[config.mk]
export PLATFORM = sky130hd
export DESIGN_NAME = mem_arbiter
export DESIGN_NICKNAME = d
export VERILOG_FILES = /design/src/rtl/mem_arbiter.sv
export SDC_FILE = /design/constraint.sdc
export NUM_CORES = 1
export LEC_CHECK = 0
export BUFFER_PORTS_ARGS = -buffer_cell sky130_fd_sc_hd__buf_2
export CORE_MARGIN = 8
export CORE_UTILIZATION = 40
export DETAILED_ROUTE_END_ITERATION = 16
export PLACE_DENSITY_LB_ADDON = 0.15
export SLEW_MARGIN = 15
export SYNTH_ARGS = -nofsm -noshare
export SYNTH_HDL_FRONTEND = slang
export SYNTH_SLANG_ARGS = --single-unit
[constraint.sdc]
create_clock -name clk -period 2.2 [get_ports clk]
set_input_delay 0.44 -clock clk [delete_from_list [all_inputs] [get_ports clk]]
set_output_delay 0.44 -clock clk [all_outputs]
set_load 0.02 [all_outputs]
[src/rtl/mem_arbiter.sv]
// Two-port memory arbiter: instruction port A and data port B share one physical memory port.
// Define ARB_ROUND_ROBIN_EN for alternating priority on contention; otherwise B always beats A.
module mem_arbiter #(
    parameter int ADDR_WIDTH = 16,
    parameter int DATA_WIDTH = 16,
    localparam int MASK_WIDTH = DATA_WIDTH / 8
) (
    input  logic                  clk,
    input  logic                  rst_n,
    input  logic                  mem_read_a,
    input  logic [ADDR_WIDTH-1:0] mem_address_a,
    output logic                  mem_resp_a,
    output logic [DATA_WIDTH-1:0] mem_rdata_a,
    input  logic                  mem_read_b,
    input  logic                  mem_write_b,
    input  logic [ADDR_WIDTH-1:0] mem_address_b,
    input  logic [DATA_WIDTH-1:0] mem_wdata_b,
    input  logic [MASK_WIDTH-1:0] mem_wmask_b,
    output logic                  mem_resp_b,
    output logic [DATA_WIDTH-1:0] mem_rdata_b,
    output logic                  pmem_read,
    output logic                  pmem_write,
    output logic [ADDR_WIDTH-1:0] pmem_address,
    output logic [DATA_WIDTH-1:0] pmem_wdata,
    output logic [MASK_WIDTH-1:0] pmem_wmask,
    input  logic                  pmem_resp,
    input  logic [DATA_WIDTH-1:0] pmem_rdata,
    output logic [1:0]            o_dbg_state
);

    typedef enum logic [1:0] {
        IDLE    = 2'd0,
        SERVE_A = 2'd1,
        SERVE_B = 2'd2,
        DONE    = 2'd3
    } state_t;

    state_t                r_state;
    state_t                w_next_state;
    logic                  r_op_write;
    logic [ADDR_WIDTH-1:0] r_addr;
    logic [DATA_WIDTH-1:0] r_wdata;
    logic [MASK_WIDTH-1:0] r_wmask;

    logic w_req_a;
    logic w_req_b;
    logic w_pick_b;
    logic w_serving;

    assign w_req_a = mem_read_a;
    assign w_req_b = mem_read_b | mem_write_b;

`ifdef ARB_ROUND_ROBIN_EN
    // 1 = B was granted last; on contention the other port wins.
    logic r_last_grant_b;

    assign w_pick_b = w_req_b & (~w_req_a | ~r_last_grant_b);

    always_ff @(posedge clk or negedge rst_n) begin
        if (!rst_n) begin
            r_last_grant_b <= 1'b0;
        end else if (r_state == IDLE && (w_req_a || w_req_b)) begin
            r_last_grant_b <= w_pick_b;
        end
    end
`else
    assign w_pick_b = w_req_b;
`endif

    always_ff @(posedge clk or negedge rst_n) begin
        if (!rst_n) begin
            r_state <= IDLE;
        end else begin
            r_state <= w_next_state;
        end
    end

    always_comb begin
        w_next_state = r_state;
        case (r_state)
            IDLE: begin
                if (w_pick_b) begin
                    w_next_state = SERVE_B;
                end else if (w_req_a) begin
                    w_next_state = SERVE_A;
                end
            end
            SERVE_A, SERVE_B: begin
                if (pmem_resp) begin
                    w_next_state = DONE;
                end
            end
            DONE:    w_next_state = IDLE;
            default: w_next_state = IDLE;
        endcase
    end

    // Request fields are latched only at the granting edge and stay frozen until the next grant.
    always_ff @(posedge clk or negedge rst_n) begin
        if (!rst_n) begin
            r_op_write <= 1'b0;
            r_addr     <= '0;
            r_wdata    <= '0;
            r_wmask    <= '0;
        end else if (r_state == IDLE) begin
            if (w_pick_b) begin
                r_op_write <= mem_write_b;
                r_addr     <= mem_address_b;
                r_wdata    <= mem_wdata_b;
                r_wmask    <= mem_write_b ? mem_wmask_b : '1;
            end else if (w_req_a) begin
                r_op_write <= 1'b0;
                r_addr     <= mem_address_a;
                r_wdata    <= '0;
                r_wmask    <= '1;
            end
        end
    end

    assign w_serving    = (r_state == SERVE_A) || (r_state == SERVE_B);
    assign pmem_address = r_addr;
    assign pmem_wdata   = r_wdata;
    assign pmem_wmask   = r_wmask;
    assign o_dbg_state  = r_state;

    // A withdrawn request still finishes on pmem, but its owner gets no response pulse.
    always_comb begin
        pmem_read   = w_serving & ~r_op_write;
        pmem_write  = w_serving & r_op_write;
        mem_resp_a  = (r_state == SERVE_A) & pmem_resp & w_req_a;
        mem_resp_b  = (r_state == SERVE_B) & pmem_resp & w_req_b;
        mem_rdata_a = mem_resp_a ? pmem_rdata : '0;
        mem_rdata_b = mem_resp_b ? pmem_rdata : '0;
    end

endmodule

Yosys cells after proc, flatten, opt, wreduce, memory -nomap -nowiden

Index checks and enable logic that the tools add are counted.

Register bits: 37
Bits in latches: 0
Memory bits (writable): 0
Memory bits (read-only): 0
Bits of input ports: 72
Logic and storage cells: 39
Memories: 0

Add/subtract/negate cells: 0
$mul: 0
Div/mod/pow operators: 0
Order comparisons: 0
Equality and inequality tests: 5
Shifts and indexed selects: 0
Mux-type cells: 15
Bitwise gates (word level): 8
Reduce and logical (&&, ||, !) cells: 6

Operators by type and width:

| kind                                          | number |
|---|---|
| 2-to-1 mux 16 bit                             | 6 |
| 2-to-1 mux 2 bit                              | 6 |
| bitwise AND 1 bit                             | 6 |
| case mux 2 bit (3 select lines)               | 1 |
| == test 2 bit, second input constant          | 2 |
| AND reduction 2 bit                           | 2 |
| inequality test 3 bit, second input constant  | 1 |
| == test 2 x 1 -> 1 bit, second input constant | 1 |
| logical NOT 2 bit                             | 1 |
| 2-to-1 mux 1 bit                              | 2 |
| inequality test 2 bit, second input constant  | 1 |
| nonzero test 2 bit                            | 1 |
| OR reduction 2 bit                            | 1 |
| logical OR 1 bit                              | 1 |
| NOT 1 bit                                     | 1 |
| bitwise OR 1 bit                              | 1 |

Logic depth before layout (Yosys ltp)

Gate-level depths: netlist (run 1).

Word-level depth: 4
Mapped depth: 6
Depth with buffers taken out: 5

Worst setup path after synthesis (run 1)

OpenSTA, ideal clock, no wires.

Path type: reg-to-output
Start: register r_state[1], in the netlist o_dbg_state[1]
End: output mem_rdata_a[10]
Arrival: 1484 ps
Data required time: 1760 ps
Setup slack: 276 ps
Stages on the path, launching flop included: 7
Buffers on the path: 2
Cell sequence: dfrtp_1 > inv_1 > ha_1 > and3_1 > clkbuf_1 > buf_2 > and2_1

Word-level cells in the longest chain between the ends: 4

Ends and longest elaborated chain:

| item                            | RTL line | RTL |
|---|---|---|
| start, declared                 | 38       | `state_t r_state;` |
| start signal, assigned          | 74       | `r_state <= w_next_state;` |
| == test 2 x 1 -> 1 bit          | 130      | `mem_resp_a = (r_state == SERVE_A) & pmem_resp & w_req_a;` |
| bitwise AND 1 bit (2 in series) | 130      |  |
| net mem_resp_a                  | 12       | `output logic mem_resp_a,` |
| 2-to-1 mux 16 bit               | 132      | `mem_rdata_a = mem_resp_a ? pmem_rdata : '0;` |
| end, declared                   | 13       | `output logic [DATA_WIDTH-1:0] mem_rdata_a,` |

The timed path passes the listed nets, and every way through them passes these cells.

Worst setup path in the final report (run 1)

Start: register r_state[0], in the netlist o_dbg_state[0]
End: output mem_rdata_b[0]

Word-level cells in the longest chain between the ends: 4

Ends and longest elaborated chain:

| item                            | RTL line | RTL |
|---|---|---|
| == test 2 bit                   | 131      | `mem_resp_b = (r_state == SERVE_B) & pmem_resp & w_req_b;` |
| bitwise AND 1 bit (2 in series) | 131      |  |
| 2-to-1 mux 16 bit               | 133      | `mem_rdata_b = mem_resp_b ? pmem_rdata : '0;` |
| end, declared                   | 20       | `output logic [DATA_WIDTH-1:0] mem_rdata_b,` |

No other way between the ends.

==> results.py, run 1 <==
metrics = {
    "cts": {
        "ctsHoldBuffers": 0,
        "cts_max_level": 2,
        "clock_path_buffers": 2,
        "cts.sinks": 37,
        "post_cts_resized": 0,
        "cts_buffers": 5,
        "cts-root-buf": "clkbuf_8",
        "clk_latency_ns": 0.28,
        "clkTransAtPathRegs_ns": 0.07,
        "post-cts-setup-buffers": 0,
        "cts_tree": "done",
    },
    "floorplanning": {
        "initial_core_util_pct": 41.2,
        "row_count": 25,
        "die_h_um": 85.5,
        "coreArea_mm2": 0.00469,
        "ios": 144,
        "die_w_um": 85.5,
        "dieArea_mm2": 0.00731,
    },
    "route": {
        "wl_per_cell_um": 15.5,
        "vias": 1721,
        "drtIter0Drc": 41,
        "remaining_drc_errors": 0,
        "ant_nets": 0,
        "wl_mm": 5.79,
        "dr.pass1.iters": 4,
        "routed_via_density": 4.60,
    },
    "synth": {
        "syn-num-nets": 252,
        "ys_warn_count": 0,
        "syn_inst": 176,
        "synth.distinct_cells": 26,
        "syn_avg_cell_area_um2": 11.0,
        "yosysSeqAreaShare_pct": 47.9,
        "netlist_area_mm2": 0.00193,
        "ys_ff_latch": 37,
    },
    "sta": {
        "fin_crit_ns": 2.05,
        "slew_viol_final": 0,
        "setup_tns_ns": 0,
        "hold_violations": 0,
        "slew_headroom_pct": 57.8,
        "finClkSkew_ns": 0.00429,
        "fin_crit_sh_pct": 93.1,
        "finalSetupViolCount": 0,
        "rsz0062_at_grt": "no",
        "tightest_slew_ns": 0.630,
        "fmax_ghz": 0.488,
    },
    "layout": {
        "n_antenna_cell": 0,
        "fill_cells": 431,
        "drive_gt1_share_pct": 53.8,
        "syn_to_final_growth_pct": 42.9,
        "fin_area_mm2": 0.00276,
        "fin_nets": 395,
    },
    "setup_path": {
        "critical-path-max-stage-delay_ns": 0.41,
        "worstPathRequired_ns": 1.76,
        "crit_family": "simple AND/OR/NAND/NOR gates",
        "r2r_start": "o_dbg_state[0]",
        "ff2ff_path_depth": 4,
        "startpoint": "o_dbg_state[0]",
        "path_class": "flip-flop to output port",
        "start_kind": "flip-flop",
        "cp-end-kind": "output port",
        "path_buf_inv": 2,
        "worst_r2r_endpoint": "pmem_wdata[6]",
        "path_max_fanout": 17,
        "regToRegSetupSlack_ns": 0.49,
        "cp_data_arrival_time_ns": 1.61,
        "cp_slowest_cell": "dfrtp_1",
        "cp_cell_sequence": "inv_1, ha_1, nand2_1, nor2_8, and2_1, buf_2",
        "path_depth": 6,
    },
    "grt": {
        "grt_max_degree": 28,
        "grt_usage_pct": 15.7,
        "grt_pass1_vias": 1773,
        "antenna_found_initial": 0,
        "grt_first_pass_wirelength_mm": 9.16,
        "overflow": 0,
    },
    "placed_design": {
        "hpwl_mm": 4.81,
        "io_buffers": 143,
        "place_area_mm2": 0.00264,
        "gp_congestion": 0.834,
    },
    "power_and_ir_drop": {
        "vdd_drop_max_uv": 711,
        "p_per_area_mw_per_mm2": 1320,
        "p_leak_nw": 1.57,
    },
    "flow_run": {
        "cap_violations": 0,
    },
    "min_path": {
        "hp-class": "input pin to asynchronous set/reset pin",
    },
    "status": {
        "status": "finished clean",
    },
}
[where the power goes]
part,switching (mW),internal (mW)
combinational,1.15,0.721
clock,0.234,0.368
sequential,0.171,1.01
total,1.55,2.10
[worst register-to-register path, stage by stage (launching register included)]
cell and delay (ns):
dfrtp_1 0.41, inv_1 0.13, ha_1 0.28, nor2b_2 0.59, a22o_2 0.25
[per-layer routing]
metal  up-vias  part of all wire, %  global-route usage, %
li1        884                    -                      -
met2        50                   54                   27.7
met5         -                    0                      0
met4         0                  1.2                   3.98
met1       781                   39                   17.6
met3         6                  5.9                   5.54
[how the worst max path moves through the flow]
stage / end / slack, ns
detailed placement: pmem_wdata[14] / 0.18
global route: mem_rdata_b[9] / 0.00009
finish: mem_rdata_b[0] / 0.15
global placement: pmem_wdata[14] / 0.22
CTS: mem_rdata_a[4] / 0.02
floorplan: mem_rdata_a[10] / 0.28
[flip-flops by register name, summed over array words and instances (netlist names)]
signal / count
pmem_wdata: 16
pmem_address: 16
o_dbg_state: 2
r_op_write: 1
pmem_wmask: 2
[kinds of logic (layout without fill, tap and decap cells)]
| family | after synthesis | count (layout) | synth area share [%] |
|---|---|---|---|
| buffers and inverters | 14 | 158 | 6.41 |
| AO/OA/AOI/OAI | 37 | 37 | 14.2 |
| adder cells (fa/ha/maj) | 4 | 4 | 2.59 |
| AND/OR/NAND/NOR | 65 | 65 | 19.0 |
| multiplexers | 19 | 19 | 9.91 |
| flip-flops | 37 | 37 | 47.9 |
[cells in the mapped netlist (all sizes together)]
library cell  count  area (um^2)
ha                4         50.1
mux2              1         11.3
inv               2         7.51
a21oi             2         10.0
nand2            22         82.6
and2             33          206
dfrtp            37          926
clkbuf            2         8.75
buf              10          108
mux2i            18          180
a22o             16          153
nor3              1         5.00
nor2b             5         31.3
and3              1         6.26
o21ai            18         90.1
o31ai             1         21.3
nor2              3         35.0
[metrics by stage]
stage                     instances  total power, mW  utilization [%]  hold slack (ns)  setup WS (ns)
final                           374             3.65             58.8            0.138          0.153
after detailed placement        366             3.08             56.2            0.465          0.183
after CTS                       374             3.70             58.7            0.153         0.0237
after global routing            374             3.93             58.8            0.176      0.0000902
after floorplan                 176             2.49                -            0.144          0.276
after global placement          366             3.05             56.2            0.458          0.215
[final cells by class]
cell class | count | area (um^2) | area share (%)
Clock buffer | 6 | 82.6 | 2.99
Clock inverter | 2 | 37.5 | 1.36
Inverter | 2 | 7.51 | 0.272
Multi-Input combinational cell | 125 | 886 | 32.1
Sequential cell | 37 | 926 | 33.5
Tap cell | 54 | 67.6 | 2.45
Timing Repair Buffer | 148 | 753 | 27.3
[cell usage in the layout, fill, tap and decap left out, types with 4 or more instances in the layout]
cell type,instances
nor2b_1,4
ha_1,4
a22o_2,10
o21ai_0,17
dfrtp_1,37
clkbuf_8,6
a22o_1,6
mux2i_1,18
buf_4,5
nand2_1,22
buf_2,143
and2_1,33
No activity file was read; power rests on OpenSTA's default activity.
==> inputs of run 2 (changes only) <==
--- a/config.mk
+++ b/config.mk
@@ -7,9 +7,10 @@
 export LEC_CHECK = 0
 export BUFFER_PORTS_ARGS = -buffer_cell sky130_fd_sc_hd__buf_2
 export CORE_MARGIN = 8
-export CORE_UTILIZATION = 40
+export CORE_UTILIZATION = 36
 export DETAILED_ROUTE_END_ITERATION = 16
 export PLACE_DENSITY_LB_ADDON = 0.15
+export SETUP_SLACK_MARGIN = 0.5
 export SLEW_MARGIN = 15
 export SYNTH_ARGS = -nofsm -noshare
 export SYNTH_HDL_FRONTEND = slang
==> constraint.sdc (replaced) <==
create_clock -name clk -period 1.7 [get_ports clk]
set_input_delay 0.34 -clock clk [delete_from_list [all_inputs] [get_ports clk]]
set_output_delay 0.34 -clock clk [all_outputs]
set_load 0.02 [all_outputs]
==> run 2 against run 1 <==
  * The flow now finishes with violations (hold timing, setup timing)
  * Combinational power increased by 140%
  * Sequential cell count did not move
  * Register-to-register slack worse by 0.49 ns
  * Highest routed layer unchanged
  * Worst setup slack got worse by 0.35 ns
  * Clock power up 29%
  * Largest cell class is now buffers
  * First-iteration DRC count grew 46%
  * Power increased by 88%
  * Cell area is 40% higher
  * Largest power group unchanged
==> results.py, run 2 (synthesis gave the netlist of run 1 again) <==
metrics = {
    "sta": {
        "setup_ws_ns": -0.195,
        "setup_tns_ns": -5.28,
        "slew_viol_final": 0,
        "finalSetupViolCount": 37,
        "fin_crit_ns": 1.89,
        "fmax_ghz": 0.528,
        "rsz0062_at_grt": "yes",
        "fin_crit_sh_pct": 111,
        "slew_headroom_pct": 49.1,
        "timing.hold.ws_ns": -0.0000396,
        "hold_violations": 1,
        "finClkSkew_ns": 0.00344,
        "tightest_slew_ns": 0.763,
    },
    "layout": {
        "fill_cells": 349,
        "fin_area_mm2": 0.00387,
        "fin_nets": 430,
        "drive_gt1_share_pct": 77.7,
        "final_cell_mix": "buf_2 (79), buf_6 (70), dfrtp_1 (35), and2_4 (33), buf_4 (26)",
        "final_common_cell": "buf_2",
        "n_antenna_cell": 0,
        "syn_to_final_growth_pct": 100,
    },
    "placed_design": {
        "gp_congestion": 0.747,
        "place_area_mm2": 0.00278,
        "io_buffers": 143,
        "hpwl_mm": 4.62,
        "pre_cts_ws_ns": 0.0878,
    },
    "grt": {
        "grt_pass1_vias": 2187,
        "antenna_found_initial": 0,
        "grt_usage_pct": 18.1,
        "grt_first_pass_wirelength_mm": 11.0,
        "grt_max_degree": 22,
        "overflow": 0,
    },
    "setup_path": {
        "crit_top_cell": "buf_6",
        "cp_cell_sequence": "buf_4, ha_4, and3_4, buf_6, and2_4, buf_6",
        "critical-path-max-stage-delay_ns": 0.42,
        "cp_data_arrival_time_ns": 1.55,
        "cp-end-kind": "output port",
        "path_class": "flip-flop to output port",
        "worstPathRequired_ns": 1.36,
        "path_max_fanout": 5,
        "start_kind": "flip-flop",
        "cp_slowest_cell": "dfrtp_2",
    },
    "route": {
        "dr.pass1.iters": 4,
        "ant_nets": 0,
        "wl_per_cell_um": 17.8,
        "wl_mm": 7.57,
        "vias": 2014,
        "routed_via_density": 4.74,
        "drtIter0Drc": 60,
        "remaining_drc_errors": 0,
    },
    "floorplanning": {
        "coreArea_mm2": 0.00514,
        "die_h_um": 89.3,
        "row_count": 26,
        "die_w_um": 89.3,
        "ios": 144,
        "dieArea_mm2": 0.00797,
        "initial_core_util_pct": 37.6,
    },
    "power_and_ir_drop": {
        "vdd_drop_max_uv": 931,
        "p_total_mw": 6.85,
        "p_per_area_mw_per_mm2": 1770,
        "p_leak_nw": 1.98,
    },
    "status": {
        "violations": "hold timing, setup timing",
        "status": "finished, violations left",
    },
    "cts": {
        "clock_path_buffers": 2,
        "cts_tree": "done",
        "cts-root-buf": "clkbuf_8",
        "ctsHoldBuffers": 0,
        "cts_buffers": 5,
        "clkTransAtPathRegs_ns": 0.07,
        "cts_max_level": 2,
        "clk_latency_ns": 0.29,
        "cts.sinks": 37,
    },
    "flow_run": {
        "cap_violations": 0,
    },
    "min_path": {
        "hp-class": "input pin to asynchronous set/reset pin",
    },
}
-- run 2: cell types whose count changed in the layout (fill, tap and decap cells not counted), sizes merged --
cell      change
buf          +28
clkinvlp      -1
nor2          +2
clkbuf        +6
-- run 2: metal layers --
layer | wire length, um | global-route usage, % | up-vias
met5 | 0 | 0 | -
met4 | 79 | 5.74 | 0
met3 | 804 | 6.99 | 8
met2 | 3800 | 32.4 | 101
met1 | 2890 | 19.1 | 950
li1 | - | - | 955
-- run 2: repair_timing --
action,4_1_cts,5_1_grt
gates cloned,9,2
gates resized for setup,114,106
buffers inserted,8,13
setup endpoints to repair,77,99
endpoints found under the hold margin,0,0
pin swaps,22,31
-- run 2: worst paths after layout --
kind	startpoint	endpoint	slack [ns]	depth (start not counted)
min in group clk	mem_wdata_b[0]	pmem_wdata[0]	0.26	2
worst max-delay path	o_dbg_state[0]	mem_rdata_a[13]	-0.19	6
worst max register to register	o_dbg_state[0]	o_dbg_state[1]	0	7
max in group asynchronous	rst_n	pmem_address[9]	1.10	2
worst min-delay path	rst_n	pmem_wdata[10]	-0.00004	1
worst min register to register	pmem_address[11]	pmem_address[11]	0.49	2
-- run 2: layout make-up --
type,instances,area (um^2),share of cell area (%)
sequential,37,928,24.0
timing repair buffer,181,1520,39.4
inverter,2,7.51,0.194
multi-input combinational,127,1210,31.2
tap,70,87.6,2.26
clock buffer,7,86.3,2.23
clock inverter,1,30.0,0.775
-- run 2: power by group --
group          switching, mW  leakage (nW)  total (mW)  internal (mW)
Combinational           2.04          1.46        4.41           2.37
Clock                  0.301        0.0585       0.779          0.478
Sequential             0.354         0.458        1.66           1.31
Total                   2.69          1.98        6.85           4.16
-- run 2: through the flow --
step / instances / util, %
after floorplan: 176 / -
after global placement: 385 / 54.1
after detailed placement: 385 / 54.1
after CTS: 410 / 67.4
after global routing: 425 / 75.3
final: 425 / 75.3
-- run 2: critical path, delay by kind of cell, from the launching register on --
family | cells | cell delay (ns)
adder cells (fa/ha/maj) | 1 | 0.15
AND/OR/NAND/NOR | 2 | 0.30
buffers and inverters | 3 | 0.39
flip-flops | 1 | 0.42
==> inputs of run 3 (changes only) <==
--- a/config.mk
+++ b/config.mk
@@ -7,7 +7,7 @@
 export LEC_CHECK = 0
 export BUFFER_PORTS_ARGS = -buffer_cell sky130_fd_sc_hd__buf_2
 export CORE_MARGIN = 8
-export CORE_UTILIZATION = 36
+export CORE_UTILIZATION = 35
 export DETAILED_ROUTE_END_ITERATION = 16
 export PLACE_DENSITY_LB_ADDON = 0.15
 export SETUP_SLACK_MARGIN = 0.5
==> constraint.sdc (replaced) <==
create_clock -name clk -period 2.2 [get_ports clk]
set_input_delay 0.44 -clock clk [delete_from_list [all_inputs] [get_ports clk]]
set_output_delay 0.44 -clock clk [all_outputs]
set_load 0.02 [all_outputs]
==> run 3 against run 2 <==
  * Largest cell class is now multi-input gates
  * Non-clock buffer count decreased by 30
  * Count of clock-buffer cells in the layout increased by 1
  * Clock power decreased by 43%
  * The flow now finishes without violations
  * Cell count decreased by 6.4%
==> results.py, run 3 (synthesis gave the netlist of run 1 again) <==
metrics = {
    "status": {
        "status": "finished clean",
    },
    "floorplanning": {
        "row_count": 27,
        "dieArea_mm2": 0.00815,
        "ios": 144,
        "die_h_um": 90.3,
        "initial_core_util_pct": 35.7,
        "coreArea_mm2": 0.00541,
        "die_w_um": 90.3,
    },
    "route": {
        "ant_nets": 0,
        "wl_per_cell_um": 15.6,
        "drtIter0Drc": 26,
        "routed_via_density": 4.60,
        "dr.pass1.iters": 4,
        "vias": 1830,
        "wl_mm": 6.22,
        "remaining_drc_errors": 0,
    },
    "setup_path": {
        "path_class": "flip-flop to output port",
        "cp_data_arrival_time_ns": 1.52,
        "path_max_fanout": 8,
        "cp-end-kind": "output port",
        "path_buf_inv": 2,
        "cp_cell_sequence": "inv_4, ha_4, nand2_8, nor2_4, and2_1, buf_4",
        "start_kind": "flip-flop",
        "worstPathRequired_ns": 1.76,
        "cp_slowest_cell": "dfrtp_2",
        "crit_family": "simple AND/OR/NAND/NOR gates",
        "critical-path-max-stage-delay_ns": 0.43,
    },
    "cts": {
        "clock_path_buffers": 2,
        "clkTransAtPathRegs_ns": 0.07,
        "cts.sinks": 37,
        "cts-root-buf": "clkbuf_8",
        "cts_tree": "done",
        "cts_max_level": 2,
        "cts_buffers": 5,
        "ctsHoldBuffers": 0,
        "clk_latency_ns": 0.28,
    },
    "layout": {
        "multiInputGateArea_mm2": 0.00101,
        "final_cell_mix": "buf_2 (110), dfrtp_1 (35), buf_4 (24), nand2_1 (21), mux2i_1 (18)",
        "fin_area_mm2": 0.00305,
        "ff_latch_area_um2": 928,
        "n_antenna_cell": 0,
        "syn_to_final_growth_pct": 57.7,
        "drive_gt1_share_pct": 62.9,
        "fin_nets": 401,
        "fill_cells": 497,
        "final_common_cell": "buf_2",
        "final_cells": 398,
    },
    "power_and_ir_drop": {
        "p_leak_nw": 1.62,
        "p_total_mw": 3.78,
        "vdd_drop_max_uv": 695,
        "p_per_area_mw_per_mm2": 1240,
    },
    "sta": {
        "rsz0062_at_grt": "yes",
        "timing.hold.ws_ns": 0.0584,
        "fin_crit_sh_pct": 89.0,
        "fin_crit_ns": 1.96,
        "hold_violations": 0,
        "setup_tns_ns": 0,
        "finalSetupViolCount": 0,
        "slew_headroom_pct": 74.5,
        "slew_viol_final": 0,
        "finClkSkew_ns": 0.00530,
        "fmax_ghz": 0.511,
        "tightest_slew_ns": 0.382,
    },
    "grt": {
        "grt_max_degree": 54,
        "grt_pass1_vias": 2009,
        "antenna_found_initial": 0,
        "grt_first_pass_wirelength_mm": 10.2,
        "grt_usage_pct": 15.2,
        "overflow": 0,
    },
    "placed_design": {
        "gp_congestion": 0.776,
        "placed_cells": 382,
        "hpwl_mm": 4.63,
        "place_area_mm2": 0.00269,
        "io_buffers": 143,
    },
    "flow_run": {
        "cap_violations": 0,
    },
    "min_path": {
        "hp-class": "input pin to asynchronous set/reset pin",
    },
}
run 3: changes by cell type in the layout (fill, tap and decap cells not counted), sizes merged:
cell,change
buf,-25
clkbuf,-4
and3,+1
bufinv,-1
run 3: final timing paths:
check                           startpoint              end  slack [ns]  depth (start not counted)
max in group asynchronous            rst_n    pmem_wmask[0]        1.52                          2
hold reg to reg            pmem_address[3]  pmem_address[3]        0.48                          2
setup / recovery            o_dbg_state[0]   mem_rdata_b[3]        0.24                          6
hold / removal                       rst_n   pmem_wdata[12]        0.06                          1
min in group clk            mem_wdata_b[5]    pmem_wdata[5]        0.37                          2
setup reg to reg            o_dbg_state[0]   o_dbg_state[1]        0.51                          6
run 3: area by class of cell:
class	count	share of cell area (%)
clock buffer	8	2.63
inverter	2	0.329
multi-input combinational	128	33.1
sequential	37	30.5
tap	72	2.96
timing repair buffer	151	30.6
run 3: stage by stage:
stage / setup slack, ns / utilization (%)
4_1_cts: 0.254 / 55.7
6_report: 0.242 / 56.4
5_1_grt: 0.167 / 56.4
3_5_place_dp: 0.165 / 49.8
2_1_floorplan: 0.460 / -
3_3_place_gp: 0.222 / 49.8
run 3: layer usage:
layer / part of all wire (%) / global-route usage [%] / vias to the layer above
li1: - / - / 898
met1: 41 / 16.3 / 834
met2: 51 / 27.2 / 90
met3: 7.2 / 5.74 / 8
met4: 1.4 / 4.44 / 0
met5: 0 / 0 / -
run 3: report_power, final:
| group | switching (mW) | internal [mW] |
|---|---|---|
| registers | 0.179 | 1.01 |
| clock network | 0.222 | 0.225 |
| logic | 1.23 | 0.908 |
| total | 1.63 | 2.14 |
run 3: repair_timing:
| item | in CTS | in global routing |
|---|---|---|
| pin swaps | 13 | 6 |
| gates cloned | 3 | 0 |
| resized for setup | 64 | 4 |
| setup buffers | 2 | 3 |
| endpoints found under the setup margin | 52 | 53 |
| endpoints found under the hold margin | 0 | 0 |
